### config.mk
export PLATFORM = sky130hd
export DESIGN_NAME = decode_queue_unit
export DESIGN_NICKNAME = d
export VERILOG_FILES = /design/src/rtl/decode_queue_unit.sv
export SDC_FILE = /design/constraint.sdc
export NUM_CORES = 1
export LEC_CHECK = 0
export ABC_CLOCK_PERIOD_IN_PS = 8400
export CAP_MARGIN = 0
export CORE_MARGIN = 5
export CORE_UTILIZATION = 36
export DETAILED_ROUTE_END_ITERATION = 10
export SYNTH_ARGS = -nofsm -noshare
export SYNTH_HDL_FRONTEND = slang
export SYNTH_HIERARCHICAL = 1
export SYNTH_SLANG_ARGS = --single-unit
### constraint.sdc
create_clock -name clk -period 8.4 [get_ports clk]
set_input_delay 1.68 -clock clk [delete_from_list [all_inputs] [get_ports clk]]
set_output_delay 1.68 -clock clk [all_outputs]
set_load 0.02 [all_outputs]
### src/rtl/decode_queue_unit.sv
// decode_queue_unit: buffered RV32I(+M) decode stage between IF and the ID/EX register.
// Latency: 1 edge from input transfer to decoded slot when the queue is empty (bypass), else FIFO order.
// Backpressure: in_ready = (count < DEPTH); the output slot holds stable while out_ready is low.
//
// Ports:
//   clk, rst                 clock and synchronous active-high reset
//   flush                    squash every buffered and presented instruction
//   in_valid/in_ready        upstream handshake carrying in_pc / in_instr
//   out_valid/out_ready      downstream handshake carrying out_pc / out_instr and the decoded controls
//   JalD..ImmType            decoded control bundle (zero / NOBRANCH / NOREGWRITE while out_valid=0)
//   MulDivD, MulDivOpD       M-extension op flag and its Fn3
//   IllegalD                 slot instruction is not a legal RV32I(+M) encoding
//   count                    FIFO occupancy, output slot excluded

module decode_queue_fifo #(
  parameter int W     = 64,
  parameter int DEPTH = 4,
  parameter int CNT_W = $clog2(DEPTH + 1)
) (
  input  logic             clk_i,
  input  logic             rst_i,
  input  logic             clr_i,
  input  logic             push_i,
  input  logic             pop_i,
  input  logic [W-1:0]     wdat_i,
  output logic [W-1:0]     rdat_o,
  output logic [CNT_W-1:0] count_o
);
  // Generic FIFO; caller guarantees no push when full and no pop when empty.
  localparam int PTR_W = (DEPTH > 1) ? $clog2(DEPTH) : 1;

  logic [W-1:0]     mem_q [DEPTH];
  logic [PTR_W-1:0] wr_ptr_q, rd_ptr_q;
  logic [CNT_W-1:0] cnt_q, cnt_d;

  always_comb begin
    cnt_d = cnt_q;
    if (push_i && !pop_i) cnt_d = cnt_q + CNT_W'(1);
    else if (!push_i && pop_i) cnt_d = cnt_q - CNT_W'(1);
  end

  always_ff @(posedge clk_i) begin
    if (rst_i || clr_i) begin
      wr_ptr_q <= '0;
      rd_ptr_q <= '0;
      cnt_q    <= '0;
    end else begin
      if (push_i) begin
        mem_q[wr_ptr_q] <= wdat_i;
        // DEPTH is a power of two, so natural pointer overflow wraps the ring.
        wr_ptr_q        <= wr_ptr_q + PTR_W'(1);
      end
      if (pop_i) rd_ptr_q <= rd_ptr_q + PTR_W'(1);
      cnt_q <= cnt_d;
    end
  end

  assign rdat_o  = mem_q[rd_ptr_q];
  assign count_o = cnt_q;
endmodule

module decode_queue_unit #(
  parameter int PC_W     = 32,
  parameter int DEPTH    = 4,
  parameter int ENABLE_M = 1,
  parameter int CNT_W    = $clog2(DEPTH + 1)
) (
  input  logic             clk,
  input  logic             rst,
  input  logic             flush,
  input  logic             in_valid,
  output logic             in_ready,
  input  logic [PC_W-1:0]  in_pc,
  input  logic [31:0]      in_instr,
  output logic             out_valid,
  input  logic             out_ready,
  output logic [PC_W-1:0]  out_pc,
  output logic [31:0]      out_instr,
  output logic             JalD,
  output logic             JalrD,
  output logic             LoadNpcD,
  output logic             MemToRegD,
  output logic             AluSrc1D,
  output logic [2:0]       RegWriteD,
  output logic [3:0]       MemWriteD,
  output logic [1:0]       RegReadD,
  output logic [2:0]       BranchTypeD,
  output logic [3:0]       AluContrlD,
  output logic [1:0]       AluSrc2D,
  output logic [2:0]       ImmType,
  output logic             MulDivD,
  output logic [2:0]       MulDivOpD,
  output logic             IllegalD,
  output logic [CNT_W-1:0] count
);
  // Opcodes
  localparam logic [6:0] OP_LUI   = 7'b0110111;
  localparam logic [6:0] OP_AUIPC = 7'b0010111;
  localparam logic [6:0] OP_JAL   = 7'b1101111;
  localparam logic [6:0] OP_JALR  = 7'b1100111;
  localparam logic [6:0] OP_BR    = 7'b1100011;
  localparam logic [6:0] OP_LD    = 7'b0000011;
  localparam logic [6:0] OP_ST    = 7'b0100011;
  localparam logic [6:0] OP_IMM   = 7'b0010011;
  localparam logic [6:0] OP_NIMM  = 7'b0110011;

  // Parameters.v encodings
  localparam logic [2:0] NOBRANCH = 3'd0, BEQ = 3'd1, BNE = 3'd2, BLT = 3'd3,
                         BLTU = 3'd4, BGE = 3'd5, BGEU = 3'd6;
  localparam logic [2:0] RTYPE = 3'd0, ITYPE = 3'd1, STYPE = 3'd2, BTYPE = 3'd3,
                         UTYPE = 3'd4, JTYPE = 3'd5;
  localparam logic [2:0] NOREGWRITE = 3'd0, LB = 3'd1, LH = 3'd2, LW = 3'd3,
                         LBU = 3'd4, LHU = 3'd5;
  localparam logic [3:0] ALU_SLL = 4'd0, ALU_SRL = 4'd1, ALU_SRA = 4'd2, ALU_ADD = 4'd3,
                         ALU_SUB = 4'd4, ALU_XOR = 4'd5, ALU_OR = 4'd6, ALU_AND = 4'd7,
                         ALU_SLT = 4'd8, ALU_SLTU = 4'd9, ALU_LUI = 4'd10;

  localparam int E_W = PC_W + 32;

  typedef struct packed {
    logic       jal;
    logic       jalr;
    logic       load_npc;
    logic       mem_to_reg;
    logic       alu_src1;
    logic [2:0] reg_write;
    logic [3:0] mem_write;
    logic [1:0] reg_read;
    logic [2:0] branch_type;
    logic [3:0] alu_ctrl;
    logic [1:0] alu_src2;
    logic [2:0] imm_type;
    logic       mul_div;
    logic [2:0] mul_div_op;
    logic       illegal;
  } ctrl_t;

  function automatic ctrl_t decode(input logic [31:0] instr);
    ctrl_t      c;
    logic [6:0] op;
    logic [6:0] fn7;
    logic [2:0] fn3;
    logic [3:0] alu_fn3;
    c   = '0;
    op  = instr[6:0];
    fn3 = instr[14:12];
    fn7 = instr[31:25];
    case (fn3)
      3'b000:  alu_fn3 = ALU_ADD;
      3'b001:  alu_fn3 = ALU_SLL;
      3'b010:  alu_fn3 = ALU_SLT;
      3'b011:  alu_fn3 = ALU_SLTU;
      3'b100:  alu_fn3 = ALU_XOR;
      3'b101:  alu_fn3 = ALU_SRL;
      3'b110:  alu_fn3 = ALU_OR;
      default: alu_fn3 = ALU_AND;
    endcase
    c.alu_ctrl = ALU_ADD;
    case (op)
      OP_LUI: begin
        c.reg_write = LW;
        c.alu_ctrl  = ALU_LUI;
        c.alu_src2  = 2'b10;
        c.imm_type  = UTYPE;
      end
      OP_AUIPC: begin
        c.reg_write = LW;
        c.alu_src1  = 1'b1;
        c.alu_src2  = 2'b10;
        c.imm_type  = UTYPE;
      end
      OP_JAL: begin
        c.jal       = 1'b1;
        c.load_npc  = 1'b1;
        c.reg_write = LW;
        c.imm_type  = JTYPE;
      end
      OP_JALR: begin
        c.jalr      = 1'b1;
        c.load_npc  = 1'b1;
        c.reg_write = LW;
        c.alu_src2  = 2'b10;
        c.reg_read  = 2'b10;
        c.imm_type  = ITYPE;
        c.illegal   = (fn3 != 3'b000);
      end
      OP_LD: begin
        c.mem_to_reg = 1'b1;
        c.alu_src2   = 2'b10;
        c.reg_read   = 2'b10;
        c.imm_type   = ITYPE;
        case (fn3)
          3'b000:  c.reg_write = LB;
          3'b001:  c.reg_write = LH;
          3'b010:  c.reg_write = LW;
          3'b100:  c.reg_write = LBU;
          3'b101:  c.reg_write = LHU;
          default: c.illegal   = 1'b1;
        endcase
      end
      OP_ST: begin
        c.alu_src2 = 2'b10;
        c.reg_read = 2'b11;
        c.imm_type = STYPE;
        case (fn3)
          3'b000:  c.mem_write = 4'b0001;
          3'b001:  c.mem_write = 4'b0011;
          3'b010:  c.mem_write = 4'b1111;
          default: c.illegal   = 1'b1;
        endcase
      end
      OP_BR: begin
        c.reg_read = 2'b11;
        c.imm_type = BTYPE;
        case (fn3)
          3'b000:  c.branch_type = BEQ;
          3'b001:  c.branch_type = BNE;
          3'b100:  c.branch_type = BLT;
          3'b101:  c.branch_type = BGE;
          3'b110:  c.branch_type = BLTU;
          3'b111:  c.branch_type = BGEU;
          default: c.illegal     = 1'b1;
        endcase
      end
      OP_IMM: begin
        c.reg_write = LW;
        c.reg_read  = 2'b10;
        c.imm_type  = ITYPE;
        c.alu_ctrl  = alu_fn3;
        // Shift-immediates take the shamt field, everything else the full immediate.
        c.alu_src2  = (fn3 == 3'b001 || fn3 == 3'b101) ? 2'b01 : 2'b10;
        if (fn3 == 3'b001 && fn7 != 7'b0000000) c.illegal = 1'b1;
        if (fn3 == 3'b101) begin
          if (fn7 == 7'b0100000) c.alu_ctrl = ALU_SRA;
          else if (fn7 != 7'b0000000) c.illegal = 1'b1;
        end
      end
      OP_NIMM: begin
        c.reg_write = LW;
        c.reg_read  = 2'b11;
        c.imm_type  = RTYPE;
        if (fn7 == 7'b0000000) begin
          c.alu_ctrl = alu_fn3;
        end else if (fn7 == 7'b0100000) begin
          if (fn3 == 3'b000) c.alu_ctrl = ALU_SUB;
          else if (fn3 == 3'b101) c.alu_ctrl = ALU_SRA;
          else c.illegal = 1'b1;
        end else if (fn7 == 7'b0000001 && ENABLE_M != 0) begin
          c.mul_div    = 1'b1;
          c.mul_div_op = fn3;
        end else begin
          c.illegal = 1'b1;
        end
      end
      default: c.illegal = 1'b1;
    endcase
    // An illegal word must not write state or redirect; present it as a flagged bubble.
    if (c.illegal) begin
      c         = '0;
      c.illegal = 1'b1;
    end
    return c;
  endfunction

  logic [E_W-1:0]   head_dat;
  logic [CNT_W-1:0] fifo_cnt;
  logic             in_xfer, slot_free, fifo_nonempty, load_fifo, load_bypass, push, pop;
  logic [E_W-1:0]   load_dat;

  logic             out_valid_q, out_valid_d;
  logic [PC_W-1:0]  out_pc_q, out_pc_d;
  logic [31:0]      out_instr_q, out_instr_d;
  ctrl_t            ctrl_q, ctrl_d, ctrl_out;

  assign fifo_nonempty = (fifo_cnt != '0);
  assign in_ready      = (fifo_cnt < CNT_W'(DEPTH));
  assign in_xfer       = in_valid && in_ready;
  assign slot_free     = !out_valid_q || out_ready;
  // The FIFO head always wins the slot so older instructions never get overtaken.
  assign load_fifo     = slot_free && fifo_nonempty;
  assign load_bypass   = slot_free && !fifo_nonempty && in_xfer;
  assign push          = in_xfer && !load_bypass && !flush;
  assign pop           = load_fifo && !flush;
  assign load_dat      = fifo_nonempty ? head_dat : {in_pc, in_instr};

  decode_queue_fifo #(
    .W     (E_W),
    .DEPTH (DEPTH),
    .CNT_W (CNT_W)
  ) u_fifo (
    .clk_i   (clk),
    .rst_i   (rst),
    .clr_i   (flush),
    .push_i  (push),
    .pop_i   (pop),
    .wdat_i  ({in_pc, in_instr}),
    .rdat_o  (head_dat),
    .count_o (fifo_cnt)
  );

  always_comb begin
    out_valid_d = out_valid_q;
    out_pc_d    = out_pc_q;
    out_instr_d = out_instr_q;
    ctrl_d      = ctrl_q;
    if (flush) begin
      out_valid_d = 1'b0;
    end else if (load_fifo || load_bypass) begin
      out_valid_d = 1'b1;
      out_pc_d    = load_dat[E_W-1:32];
      out_instr_d = load_dat[31:0];
      ctrl_d      = decode(load_dat[31:0]);
    end else if (slot_free) begin
      out_valid_d = 1'b0;
    end
  end

  always_ff @(posedge clk) begin
    if (rst) begin
      out_valid_q <= 1'b0;
      out_pc_q    <= '0;
      out_instr_q <= '0;
      ctrl_q      <= '0;
    end else begin
      out_valid_q <= out_valid_d;
      out_pc_q    <= out_pc_d;
      out_instr_q <= out_instr_d;
      ctrl_q      <= ctrl_d;
    end
  end

  // Bubbles present an all-zero bundle so the ID/EX register never sees stale controls.
  assign ctrl_out    = out_valid_q ? ctrl_q : '0;

  assign out_valid   = out_valid_q;
  assign out_pc      = out_pc_q;
  assign out_instr   = out_instr_q;
  assign count       = fifo_cnt;
  assign JalD        = ctrl_out.jal;
  assign JalrD       = ctrl_out.jalr;
  assign LoadNpcD    = ctrl_out.load_npc;
  assign MemToRegD   = ctrl_out.mem_to_reg;
  assign AluSrc1D    = ctrl_out.alu_src1;
  assign RegWriteD   = ctrl_out.reg_write;
  assign MemWriteD   = ctrl_out.mem_write;
  assign RegReadD    = ctrl_out.reg_read;
  assign BranchTypeD = ctrl_out.branch_type;
  assign AluContrlD  = ctrl_out.alu_ctrl;
  assign AluSrc2D    = ctrl_out.alu_src2;
  assign ImmType     = ctrl_out.imm_type;
  assign MulDivD     = ctrl_out.mul_div;
  assign MulDivOpD   = ctrl_out.mul_div_op;
  assign IllegalD    = ctrl_out.illegal;
endmodule

# After elaboration in Yosys (flattened, before gate mapping)
# Memories as Yosys holds them, arrays and structs flattened. A register that Yosys moved wholly into a read port is not among the register bits.
# Cells that the tools add are included.
# W data, S select, Z words.
# classes
addsub	4
order_cmp	1
eq_ne	18
mux	53
bitwise	1
n_reduce_logical	39
# ops
op	n
$mux W64	1
$mux W31	2
$pmux W3 S5	2
$eq A7 B6 Y1 const B	4
$mux W4	7
$pmux W4 S7	1
$mux W1	24
$pmux W4 S3	2
$eq A7 B7 Y1 const B	3
$pmux W3 S6	1
$mux W3	5
$eq A7 B5 Y1 const B	2
$eq A3 B3 Y1 const B	4
$reduce_or A3 Y1	4
$reduce_or A6 Y1	2
$logic_and A1 B1 Y1	10
$reduce_or A5 Y1	2
$pmux W2 S2	2
$eq A7 B1 Y1 const B	1
$eq A7 B2 Y1 const B	1
$logic_not A7 Y1	1
$pmux W1 S7	1
$reduce_bool A7 Y1	1
$eq A3 B2 Y1 const B	2
16 further kinds	31
# totals
regBits	103
mem_bits_rw	256
in_bits	69
output_inout_bits	100
word_cells	138
memories	1
# memory_table
memory	words	width	read_ports	rd_ports_with_merged_regs	wr	line	rtl
u_fifo.mem_q	4	64	1	1	1	32	logic [W-1:0] mem_q [DEPTH];

# Longest topological paths before layout
# Gate-level depths: netlist of the first run.
# depth
ltp_word	12
ltp_mapped	14
depth_no_buf	9

# Modules after synthesis
# Netlist of the first run, hierarchy kept.
# by_module_without_submodules
module	instances	cells_each	area_per_inst_um2
decode_queue_fifo	1	378	9736.8
decode_queue_unit	1	647	4978.5

# Worst setup path before layout of the first run
# OpenSTA, ideal clock, no wires.
# synth_timing
kind	input-to-reg
start	input port out_ready
end	memory u_fifo.mem_q[0][0] (enable)
setup_ns	0.429
arrival_ns	4.059
t_required_ns	7.971
path_slack_ns	3.912
stages	4
path_buffers	0
path_cell_list	nor2b_1 -> nor2_1 -> nor3_1 -> and3_1
# synth_between
elab_chain_cells	9
# synth_lines
element	line	rtl
from (decl)	76	input logic out_ready,
$logic_or A1 B1 Y1	278	assign slot_free = !out_valid_q || out_ready;
$logic_and A1 B1 Y1 (2 in series)	281	assign load_bypass = slot_free && !fifo_nonempty && in_xfer;
$logic_not A1 Y1	282	assign push = in_xfer && !load_bypass && !flush;
$logic_and A1 B1 Y1 (2 in series)	282	
via push	267	logic in_xfer, slot_free, fifo_nonempty, load_fifo, load_bypass, push, pop;
$mux W1	48	if (push_i) begin
$mux W1	43	if (rst_i || clr_i) begin
$mux W1 (implied by the code)	49	mem_q[wr_ptr_q] <= wdat_i;
to (decl)	32	
# The timed path passes the listed nets, and every way through them passes these cells.

==> results of run 1 <==
## worst max-delay path by stage
| stage | slack [ns] | end | from | depth (start not counted) |
|---|---|---|---|---|
| detailed placement | 3.80 | u_fifo/mem_q[0][61]$_DFFE_PP_ | out_ready | 5 |
| CTS | 4.12 | ctrl_q[11]$_SDFFE_PP0P_ | flop | 8 |
| global placement | 3.85 | u_fifo/mem_q[0][61]$_DFFE_PP_ | out_ready | 5 |
| finish | 4.15 | ctrl_q[11]$_SDFFE_PP0P_ | flop | 8 |
| floorplan | 3.91 | u_fifo/mem_q[0][0]$_DFFE_PP_ | out_ready | 4 |
| global route | 3.81 | ctrl_q[11]$_SDFFE_PP0P_ | flop | 8 |
## placed cells by master, fill, tap and decap left out, drive strengths merged, types with 3 or more instances in the layout
cell / count
nand2: 157
a21oi: 21
a311oi: 57
xor2: 3
buf: 8
or3: 5
mux4: 64
or2: 3
mux2i: 10
and3: 5
a211oi: 15
clkdlybuf4s50: 167
nor2: 94
a32o: 4
nor3: 17
and2: 34
dfxtp: 104
o21ai: 23
a31oi: 5
nor2b: 5
inv: 12
a32oi: 3
clkbuf: 61
nand2b: 3
o211ai: 3
clkinv: 8
ha: 5
nor4: 7
nand3: 12
edfxtp: 256
## layout make-up
type	instances	area, µm²
clock buffer	61	1130
clock inverter	11	96.3
fill	3618	22700
inverter	10	37.5
multi-input combinational	588	4530
sequential	360	9780
tap	532	666
timing repair buffer	175	1730
## power by group through the flow
stage	clock [mW]	combinational, mW	sequential [mW]
global route	1.75	0.368	1.96
global placement	0	0.337	2.00
floorplan	0	0.147	2.03
detailed placement	0	0.341	2.00
finish	1.63	0.338	1.96
CTS	1.68	0.343	1.96
## worst max-delay path, delay by kind of cell (launching register included)
kind	cells	cell delay (ns)
compound gates	4	1.09
mux	1	0.63
buf+inv	1	0.65
simple gates	2	0.89
flops	1	0.86
## per-layer routing
metal | wire, µm | GRT usage
met1 | 16300 | 0.217
met2 | 17500 | 0.263
met3 | 1670 | 0.0273
met4 | 597 | 0.0360
met5 | 23 | 0
## registers in the layout (all words and copies together) (netlist names), named ones only
| register | count |
|---|---|
| ctrl_q | 30 |
| out_instr | 32 |
| out_pc | 32 |
| out_valid | 1 |
| u_fifo/count_o | 3 |
| u_fifo/mem_q | 256 |
| u_fifo/rd_ptr_q | 2 |
| u_fifo/wr_ptr_q | 2 |
## kinds of logic (layout without fill, tap and decap cells)
kind of cell / count (synthesis) / count (layout) / share of synthesized area
compound gates: 150 / 150 / 0.0802
xor+xnor: 5 / 5 / 0.00298
fa+ha+maj: 6 / 6 / 0.00561
buf+inv: 77 / 257 / 0.0305
flops: 360 / 360 / 0.664
mux: 75 / 75 / 0.107
simple gates: 352 / 352 / 0.110
## metrics by stage
stage / setup WS, ns / hold WS (ns)
2_1_floorplan: 3.91 / 0.417
3_3_place_gp: 3.85 / 0.438
3_5_place_dp: 3.80 / 0.440
4_1_cts: 4.12 / 0.450
5_1_grt: 3.81 / 0.464
6_report: 4.15 / 0.447
==> reports/results.ini, run 1 <==
[status]
outcome = complete, no violations

[power_and_ir_drop]
powerDensity_nw_per_um2 = 219
p_sw_frac = 0.229
total_power_mw = 3.93
vdd.ir_drop.worst_mv = 0.114
p_int_mw = 3.03
p_switching_mw = 0.898
combPwrFrac = 0.086
clkPwrFrac = 0.416
p_leak_nw = 5.76
power_frac_seq = 0.498

[logic_synthesis]
synth-edff-count = 256
synth_top_area_frac = 0.522
syn_inst = 1025
synthTopCellsByArea = edfxtp_1 52%, dfxtp_1 14%, mux4_2 9.2%, nand2_1 4.0%, a311oi_1 3.4%
yosys.area.top_type = edfxtp_1
synthTopCellsByCount = 256 x edfxtp_1, 156 x nand2_1, 104 x dfxtp_1
synth_flop_cell = edfxtp_1
synth_fp_nets = 1100
avgSynthCellArea_um2 = 14.4
synth-seq-area-share = 0.664
synth_cell_types = 72
yosysWarnings = 6
syn-cell-area_um2 = 14700
ys_ff_latch = 360
async_flop_share = 0
yosysMostFrequentCell = edfxtp_1

[finish]
layout.nets = 1249
stdcell_count = 1737
stdcell_area_um2 = 18000
drive_above_1_share = 0.124
syn_to_final_growth_pct = 22.1
num_antenna_cells = 0
final_util = 0.442

[place]
dp_hpwl_um = 22200
place_inst = 1665
port_buffers = 168
postPlaceCellArea_um2 = 16700
gp_congestion = 0.861

[worst_hold_path]
worstHoldEndpoint = ctrl_q[25]$_SDFFE_PP0P_
hp-start = ctrl_q[25]$_SDFFE_PP0P_
min_path_type = flop to flop
hold_depth = 2

[setup_path]
cp_cell_sequence = buf_4 > mux4_2 > nor4_1 > o221a_2 > nor2_1 > a311oi_1 > o21ai_0 > a32o_1
reg2reg_depth = 8
reg2reg_slack_ns = 4.15
critPathMaxStageDelay_ns = 0.86
worstSetupPathType = flop to flop
crit_path_top_delay_cell = dfxtp_4
critPathMaxFanout = 36
startpoint_type = flop
r2r_end = ctrl_q[11]$_SDFFE_PP0P_
end_kind = flop
worstPathRequired_ns = 8.82
cp_data_arrival_time_ns = 4.66

[clocking]
clk_pin_slew_ns = 0.06
insertion_delay_ns = 0.52
holdBufCountCts = 0
cts_made_buffers = 39
cts.sinks = 360
cts_setup_buffers = 0
cts_resized = 0
cts_tree = yes
clk_path_buf_depth = 3
h-tree-depth = 2
cts_root_buf = clkbuf_16

[floorplanning]
dieWidth_um = 212
initial_core_util = 0.362
core_um2 = 40600
die_h_um = 212
ioPinCount = 169
rows = 74
die_area_um2 = 45000

[global_routing]
first_global_vias = 9307
grt_pass1_wl_um = 55400
grt_overflow = 0
antenna_found_initial = 2
grt_util_all_layers = 0.157
grt_max_degree = 83

[route]
vias_per_cell = 5.23
antenna_left = 0
drt_first_pass_iters = 5
remaining_drc_errors = 0
drtIter0Drc = 695
dr_total_vias = 9078
wirelength_um = 36100
wl_per_cell_um = 20.8

[flow_run]
maxCapViolations = 0

[sta]
layout_min_cycle_time_ns = 4.25
finClkSkew_ns = 0.0188
rsz0062_at_grt = false
slew_headroom = 0.290
hold_violations = 0
worstMarginPinSlew_ns = 1.07
setup_viol = 0
finalCritPeriodShare = 0.506
tns_ns = 0
max_freq_mhz = 235
maxSlewViolCount = 0

Note: power is estimated with default switching activity, not from simulation.
==> run 2, diff against run 1 <==
ABC_CLOCK_PERIOD_IN_PS = 3520   (was 8400)
clock period = 3.52 ns   (was 8.4 ns; I/O delays follow)
==> reports/results.ini, run 2 (synthesis results as in run 1) <==
[status]
outcome = complete, no violations

[clocking]
cts_setup_buffers = 0  ; unchanged
clk_pin_slew_ns = 0.06  ; about the same
cts.sinks = 360  ; unchanged
holdBufCountCts = 0  ; unchanged
clk_path_buf_depth = 3  ; unchanged
cts_tree = yes
h-tree-depth = 2  ; unchanged
insertion_delay_ns = 0.55  ; +0.03 ns
cts_root_buf = clkbuf_16
cts_made_buffers = 40  ; +2.6%
cts_resized = 0  ; unchanged

[power_and_ir_drop]
powerDensity_nw_per_um2 = 513  ; +130%
power_frac_seq = 0.495  ; -0.003
p_int_mw = 7.23  ; +140%
clkPwrFrac = 0.416  ; about the same
p_leak_nw = 5.99  ; +4.0%
vdd.ir_drop.worst_mv = 0.397  ; +250%
combPwrFrac = 0.089  ; +0.003
p_sw_frac = 0.232  ; +0.00353
p_switching_mw = 2.19  ; +140%

[route]
drtIter0Drc = 548  ; -21%
dr_total_vias = 9288  ; +2.3%
wl_per_cell_um = 20.4  ; -1.8%
vias_per_cell = 5.22  ; about the same
antenna_left = 0  ; unchanged
remaining_drc_errors = 0  ; unchanged
wirelength_um = 36300  ; +0.54%
drt_first_pass_iters = 5  ; unchanged

[sta]
slew_headroom = 0.512  ; +0.223
whs_ns = 0.442  ; -0.00458 ns
layout_min_cycle_time_ns = 2.94  ; -1.31 ns
rsz0062_at_grt = false
finClkSkew_ns = 0.0162  ; -0.00262 ns
finalCritPeriodShare = 0.835  ; +0.329
maxSlewViolCount = 0  ; unchanged
worstMarginPinSlew_ns = 0.729  ; -0.336 ns
max_freq_mhz = 340  ; +45%
setup_viol = 0  ; unchanged
hold_violations = 0  ; unchanged

[setup_path]
startpoint_type = flop
cp_cell_sequence = mux4_2 > nor4bb_1 > buf_4 > nand2_1 > a2bb2oi_1 > a211o_1 > o311a_4 > nand2_2 > o21ai_1
worstPathRequired_ns = 3.99  ; -4.83 ns
critPathMaxFanout = 16  ; -56%
end_kind = flop
path_buf_inv = 1  ; unchanged
worstSetupPathType = flop to flop
critPathMaxStageDelay_ns = 0.60  ; -0.26 ns
crit_path_top_delay_cell = mux4_2
cp_data_arrival_time_ns = 3.41  ; -1.25 ns
crit_cells = 9  ; +1
critical_path.top_delay_family = compound AO/OA/AOI/OAI gates
reg2reg_depth = 9  ; +1

[floorplanning]
ioPinCount = 169  ; unchanged
die_area_um2 = 45000  ; unchanged
die_h_um = 212  ; unchanged
dieWidth_um = 212  ; unchanged
initial_core_util = 0.362  ; unchanged
core_um2 = 40600  ; unchanged
rows = 74  ; unchanged

[worst_hold_path]
hp-start = ctrl_q[29]$_SDFFE_PP0P_
min_path_type = flop to flop
hold_depth = 2  ; unchanged

[global_routing]
grt_use_met1 = 0.216  ; -0.000464
grt-busiest-layer = met2
grt_pass1_wl_um = 56100  ; +1.1%
grt_overflow = 0  ; unchanged
grt_util_all_layers = 0.161  ; +0.00374
grt_max_degree = 55  ; -34%
first_global_vias = 9391  ; +0.90%
antenna_found_initial = 3  ; +1
grt_use_met2 = 0.262  ; -0.000881
grt_use_met3 = 0.0425  ; +0.0152

[place]
port_buffers = 168  ; unchanged
gp_congestion = 0.852  ; -1.1%
place_inst = 1703  ; +2.3%
dp_hpwl_um = 23900  ; +7.6%
postPlaceCellArea_um2 = 17100  ; +2.4%

[finish]
stdcell_count = 1778  ; +2.4%
layout.nets = 1288  ; +3.1%
drive_above_1_share = 0.153  ; +0.0298
syn_to_final_growth_pct = 24.8
largest_reg_flops = 256  ; unchanged
layout_commonest_cell = edfxtp_1
fillers = 3665  ; +1.3%
final_util = 0.452  ; +0.00994
final_cell_mix = 256 x edfxtp_1, 167 x clkdlybuf4s50_1, 156 x nand2_1
stdcell_area_um2 = 18400  ; +2.2%
regMostFlops = u_fifo/mem_q

[flow_run]
maxCapViolations = 0  ; unchanged

## run 2: cell count changes in the layout (fill, tap and decap cells not counted), moves of 2 or more
cell | previous run | this run
buf_4 | 8 | 37
clkbuf_16 | 40 | 42
clkinv_2 | 5 | 9
clkbuf_8 | 5 | 3
buf_12 | 0 | 9
## run 2: routing by layer
metal	vias to the layer above	share of wire	wire (µm)
met2	246	0.49	17800
met4	4	0.020	717
li1	4312	-	-
met5	-	0.00094	34
met3	56	0.063	2290
met1	4670	0.43	15500
## run 2: worst reg2reg max path, stage by stage, from the launching register on
cell and delay (ns):
dfxtp_4 0.55, mux4_2 0.62, nor4bb_1 0.17, buf_4 0.14
nand2_1 0.22, a2bb2oi_1 0.42, a211o_1 0.20, o311a_4 0.26
nand2_2 0.12, o21ai_1 0.16
## run 2: per-stage QoR
stage          power (mW)  setup slack (ns)  TNS [ns]
6_report             9.42             0.583         0
3_5_place_dp         5.60             0.320         0
4_1_cts              9.57             0.565         0
2_1_floorplan        5.19           -0.0286     -7.33
3_3_place_gp         5.59             0.355         0
5_1_grt              9.83             0.356         0
## run 2: power groups by stage
stage	registers [mW]	clock network [mW]	logic, mW
6_report	4.66	3.92	0.841
5_1_grt	4.67	4.24	0.913
4_1_cts	4.66	4.06	0.853
3_5_place_dp	4.75	0	0.850
3_3_place_gp	4.75	0	0.841
2_1_floorplan	4.83	0	0.351
## run 2: cell type report
type                       instances  area, µm²  area share
antenna                            1       2.50    0.000136
sequential                       360       9780       0.532
clock inverter                    14       81.3     0.00443
clock buffer                      60       1150      0.0625
tap                              532        666      0.0362
inverter                          10       37.5     0.00204
timing repair buffer             213       2130       0.116
multi-input combinational        588       4530       0.247
## run 2: worst paths after layout
check | endpoint | slack [ns]
hold / removal | ctrl_q[29]$_SDFFE_PP0P_ | 0.44
setup / recovery | ctrl_q[12]$_SDFFE_PP0P_ | 0.58
hold reg to reg | ctrl_q[29]$_SDFFE_PP0P_ | 0.44
setup reg to reg | ctrl_q[12]$_SDFFE_PP0P_ | 0.58
